`src/rtl/mux_pkg.sv`:
```
// Shared mode encodings for the N-to-1 arbitrating selector.
// Latency: n/a (constants only).
// Backpressure: n/a.
package mux_pkg;

    // mode_i encoding
    localparam logic MODE_FIXED = 1'b0;
    localparam logic MODE_RR    = 1'b1;

endpackage

```
`src/rtl/rr_picker.sv`:
```
// Round-robin picker: first eligible index scanning ptr, ptr+1, ..., wrapping.
// Latency: purely combinational.
// Backpressure: none; the caller gates the result with its own load condition.
//
// Ports:
//   eligible      per-channel eligible requests
//   ptr           highest-priority index for this scan
//   winner        selected index (0 when nothing is eligible)
//   any_eligible  at least one eligible bit is set
module rr_picker #(
    parameter int NUM_CH = 4,
    localparam int SEL_W = $clog2(NUM_CH)
) (
    input  logic [NUM_CH-1:0] eligible,
    input  logic [SEL_W-1:0]  ptr,
    output logic [SEL_W-1:0]  winner,
    output logic              any_eligible
);

    always_comb begin
        int idx;
        idx          = 0;
        winner       = '0;
        any_eligible = 1'b0;
        for (int i = 0; i < NUM_CH; i++) begin
            // ptr < NUM_CH, so a single subtraction wraps the scan index
            idx = int'(ptr) + i;
            if (idx >= NUM_CH) begin
                idx = idx - NUM_CH;
            end
            if (!any_eligible && eligible[idx]) begin
                any_eligible = 1'b1;
                winner       = SEL_W'(idx);
            end
        end
    end

endmodule

```
`src/rtl/mux_arb_nto1.sv`:
```
// N-to-1 stream selector, fixed-select or round-robin, one registered output slot.
// Latency: one cycle from input handshake to valid_o/data_o.
// Backpressure: ready_o follows ready_i combinationally; full slot with ready_i low stalls all inputs.
//
// Ports:
//   clk_i, rst_i          clock, async active-high reset
//   data_i, valid_i       packed channel data (channel k at [k*WIDTH +: WIDTH]) and requests
//   ready_o               one-hot accept to the winning channel
//   mode_i, select_i      0 = fixed select of select_i, 1 = round-robin
//   data_o, grant_o       registered word and the channel it came from
//   valid_o, ready_i      output handshake
module mux_arb_nto1
    import mux_pkg::*;
#(
    parameter int WIDTH  = 32,
    parameter int NUM_CH = 4,
    localparam int SEL_W = $clog2(NUM_CH)
) (
    input  logic                    clk_i,
    input  logic                    rst_i,
    input  logic [NUM_CH*WIDTH-1:0] data_i,
    input  logic [NUM_CH-1:0]       valid_i,
    output logic [NUM_CH-1:0]       ready_o,
    input  logic                    mode_i,
    input  logic [SEL_W-1:0]        select_i,
    output logic [WIDTH-1:0]        data_o,
    output logic [SEL_W-1:0]        grant_o,
    output logic                    valid_o,
    input  logic                    ready_i
);

    logic [WIDTH-1:0]  ch_data [NUM_CH];
    logic [NUM_CH-1:0] eligible;
    logic [SEL_W-1:0]  ptr;
    logic [SEL_W-1:0]  rr_winner;
    logic [SEL_W-1:0]  winner;
    logic              any_eligible;
    logic              select_ok;
    logic              load;

    always_comb begin
        for (int k = 0; k < NUM_CH; k++) begin
            ch_data[k] = data_i[k*WIDTH +: WIDTH];
        end
    end

    // Output slot is free, or its word leaves this cycle.
    assign load = !valid_o || ready_i;

    // select_i can exceed NUM_CH-1 when NUM_CH is not a power of two.
    assign select_ok = (int'(select_i) < NUM_CH);

    always_comb begin
        eligible = '0;
        if (mode_i == MODE_RR) begin
            eligible = valid_i;
        end else if (select_ok) begin
            eligible[select_i] = valid_i[select_i];
        end
    end

    rr_picker #(
        .NUM_CH(NUM_CH)
    ) u_rr_picker (
        .eligible     (eligible),
        .ptr          (ptr),
        .winner       (rr_winner),
        .any_eligible (any_eligible)
    );

    // Fixed mode overrides the scan; eligible already masks everything but select_i.
    assign winner = (mode_i == MODE_RR) ? rr_winner : select_i;

    always_comb begin
        ready_o = '0;
        for (int k = 0; k < NUM_CH; k++) begin
            ready_o[k] = !rst_i && load && any_eligible && (winner == SEL_W'(k));
        end
    end

    always_ff @(posedge clk_i or posedge rst_i) begin
        if (rst_i) begin
            data_o  <= '0;
            grant_o <= '0;
            valid_o <= 1'b0;
            ptr     <= '0;
        end else if (load) begin
            if (any_eligible) begin
                data_o  <= ch_data[winner];
                grant_o <= winner;
                valid_o <= 1'b1;
                if (mode_i == MODE_RR) begin
                    ptr <= (winner == SEL_W'(NUM_CH - 1)) ? '0 : winner + SEL_W'(1);
                end
            end else begin
                // data_o/grant_o keep the last word for debug visibility
                valid_o <= 1'b0;
            end
        end
    end

endmodule

```
`config.mk`:
```
export PLATFORM = sky130hd
export DESIGN_NAME = mux_arb_nto1
export DESIGN_NICKNAME = d
export VERILOG_FILES = /design/src/rtl/mux_pkg.sv /design/src/rtl/rr_picker.sv /design/src/rtl/mux_arb_nto1.sv
export SDC_FILE = /design/constraint.sdc
export NUM_CORES = 1
export LEC_CHECK = 0
export CELL_PAD_IN_SITES_DETAIL_PLACEMENT = 2
export CELL_PAD_IN_SITES_GLOBAL_PLACEMENT = 2
export CORE_UTILIZATION = 21
export CTS_BUF_LIST = sky130_fd_sc_hd__clkbuf_4 sky130_fd_sc_hd__clkbuf_8 sky130_fd_sc_hd__clkbuf_16
export DETAILED_ROUTE_END_ITERATION = 6
export PLACE_DENSITY = 0.94
export SYNTH_ARGS = -nofsm -noshare
export SYNTH_HDL_FRONTEND = slang
export SYNTH_HIERARCHICAL = 1
export SYNTH_SLANG_ARGS = --single-unit
```
`constraint.sdc`:
```
create_clock -name clk_i -period 4.6 [get_ports clk_i]
set_input_delay 0.69 -clock clk_i [delete_from_list [all_inputs] [get_ports clk_i]]
set_output_delay 0.69 -clock clk_i [all_outputs]
set_load 0.03 [all_outputs]
```
==> summary.md <==
| Metric | Value |
|---|---|
| Post-cts sizing count | 0 |
| Setup ws final | 0.246 ns |
| Total number of vias | 2499 |
| Via count of the first global-routing pass | a little under 3000 |
| TNS Setup | 0 ns |
| Area growth from synthesis to layout | 84.7% |
| Setup WS pre-CTS | 0.228 ns |
| Pleak | roughly 1.9 nW |
| Actual slew at the worst max-slew pin | 0.908 ns |
| N_diodes | 0 |
| Cells after Synth | 202 |
| Max Buffers Root-to-Sink | 2 |
| Total gr overflow | 0 |
| Crit-path cells | clkdlybuf4s50_1 > o21a_1 > inv_1 > a221o_1 > a21oi_1 > mux2i_4 > inv_1 > ha_1 > and3_1 > clkdlybuf4s50_1 |
| Peak Freq | 0.230 GHz |
| CP bufs+invs | 4 |
| Placer Congestion | 0.800 |
| Crit Path Class | in -> out |
| Die X | 110 um |
| Maximum VDD drop | between 0.15 and 0.2 mV |
| Slew HR | a little under 40% |
| Final core utilization | 39.7% |
| Post-layout min period | 4.35 ns |
| CTS buffer count | 5 |
| Total power | about 1.8 mW |
| Yosys top cell by area | dfrtp_1 |
| R2R Path Start | ptr[1] |
| DRT Pass-1 Iters | 4 |
| Largest net degree at the start of global routing | 28 |
| Final std cells w/o fill | 521 |
| R2R depth | 8 |
| Gr usage total | 16.4% |
| Final setup vio count | 0 |
| DP Area | 4380 um^2 |
| Die Area | about 12000 um^2 |
| CP endpoint kind | output pin |
| Post-Route Skew | 0.00760 ns |
| Worst-path clk slew | 0.06 ns |
| WP depth | 10 |
| # IOs | 177 |
| Clk sinks | 37 |
| Syn Nets | 344 |
| Routed Antenna Nets | 0 |
| Slowest Stage Delay on Critical Path | 0.74 ns |
| Hold Startpoint | grant_o[1] |
| Top delay family on crit path | buffers and inverters |
| Status | finished, final reports clean |
| Drt drc | 0 |
| Port buffer count | 176 |
| Hold Path End | grant_o[1] |
| CP max stage cell | clkdlybuf4s50_1 |
| Startpoint types | input port |
| Starting Density | 21.5% |
| Fin nets | 519 |
| Avg Inst Size Synth | 12.1 um^2 |
| Cell Rows | 39 |
| Data required time of the critical path | 3.91 ns |
| Max Cap Viol | 0 |
| Routed wire per std cell | 19.2 um |
| RSZ-0062 raised after global routing | no |
| Hold slack | between 0.4 and 0.5 ns |
| Slew Limit Fails | 0 |
| CTS tree | done |
| Crit-path max FO | 7 |
| Post-synth cell types | 26 |
| Worst Path Arrival | 3.66 ns |
| Reg-to-reg endpoint | data_o[27] |
| Postcts setup bufs | 0 |
| Min-Delay Path Class | reg -> reg |
| Seq cells post-synth | 37 |
| # placed instances | 513 |
| Root buffer cell | clkbuf_16 |
| Share of cells above drive strength 1 | 12.4% |
| Routed wire length | between 10 and 15 mm |
| Synthesized cell area | between 2000 and 2500 um^2 |
| Commonest non-fill, non-tap cell in the layout | clkdlybuf4s50_1 |
| Chip height | approximately 110 um |
| First-pass GRT wire length | approximately 15 mm |
| # hold bufs at CTS | 0 |
| # H-tree levels | 2 |
| DRT iter0 DRCs | between 40 and 50 |
| Worst skew pair latency | 0.28 ns |
| Final Hold Vio Count | 0 |
| Final Instance Area | 4520 um^2 |
| Yosys warns | 6 |
| Half-perimeter wire length after placement | 8.07 mm |
| Reg-to-reg setup timing slack | between 2 and 2.5 ns |
| Share of the synthesized area in the top cell type | 37.8% |
| Drt via density | ~4.8 |
| Hold path cells | 1 |
| Commonest non-fill, non-tap cells in the layout | 176 x clkdlybuf4s50_1, 37 x dfrtp_1, 36 x mux2i_1 |
| Final period utilization | about 95% |
| Area contributors post-synth | dfrtp_1 38%, mux2i_1 15%, mux4_2 9.2%, o221ai_1 6.8%, mux2_2 5.5% |
| Antenna violations before repair | 0 |
| PwrDens | 400 nW/um^2 |
| Core area | between 10000 and 15000 um^2 |
| Seq/Total Area, Yosys | 37.8% |
## metal layers
metal	GRT usage [%]	vias to the layer above	wire (um)	part of all wire (%)
li1	-	1135	-	-
met1	17.4	1230	3710	37
met2	31.5	126	5280	53
met3	4.80	8	943	9.4
met4	3.81	0	102	1.0
met5	0	-	0	0
## power breakdown
part	leakage, nW	internal, mW	switching, mW
Sequential	0.440	0.435	0.0637
Clock	0.0696	0.199	0.142
Combinational	1.36	0.482	0.486
Total	1.87	1.12	0.692
## worst register-to-register path, cell delays in order, from the launching register on
cell,delay (ns)
dfrtp_1,0.42
a21oi_1,0.13
o21ai_0,0.09
a21oi_1,0.26
mux2i_4,0.17
inv_4,0.10
buf_4,0.27
mux4_1,0.61
mux2_2,0.28
## registers in the layout, summed over array words and instances (netlist names)
signal / cells
data_o: 32
grant_o: 2
ptr: 2
valid_o: 1
## worst max path at each step
stage | slack (ns) | endpoint | start
after floorplan | 1.43 | ready_o[3] | mode_i
after global placement | 0.38 | ready_o[3] | mode_i
after detailed placement | 0.23 | ready_o[3] | mode_i
after CTS | 0.22 | ready_o[3] | mode_i
after global routing | 0.07 | ready_o[3] | mode_i
final | 0.25 | ready_o[3] | mode_i
## kinds of logic (layout without fill, tap and decap cells)
family	count (synthesis)	in the layout	synth area share (%)
flip-flops	37	37	37.8
multiplexers	68	68	37.5
AO/OA/AOI/OAI	50	50	13.8
buffers and inverters	24	200	4.70
adder cells (fa/ha/maj)	4	4	2.05
AND/OR/NAND/NOR	19	19	4.14
## Yosys cell counts (all sizes together)
cell type / n
o21ai: 19
o221ai: 19
inv: 9
dfrtp: 37
nand2: 1
a21oi: 7
clkbuf: 6
nor2b: 4
buf: 9
mux2: 16
and3: 4
nand2b: 2
mux4: 14
ha: 4
a221o: 1
nor2: 4
mux2i: 38
o21a: 4
nand3: 4
## layout make-up
| class | count | area [um^2] |
|---|---|---|
| fillers | 1180 | 6850 |
| repair buffers | 183 | 1810 |
| multi-input cells | 141 | 1420 |
| flip-flops and latches | 37 | 926 |
| well taps | 143 | 179 |
| clock buffers | 5 | 125 |
| inverters | 9 | 36.3 |
| clock inverters | 3 | 17.5 |
No activity file was read; power rests on OpenSTA's default activity.
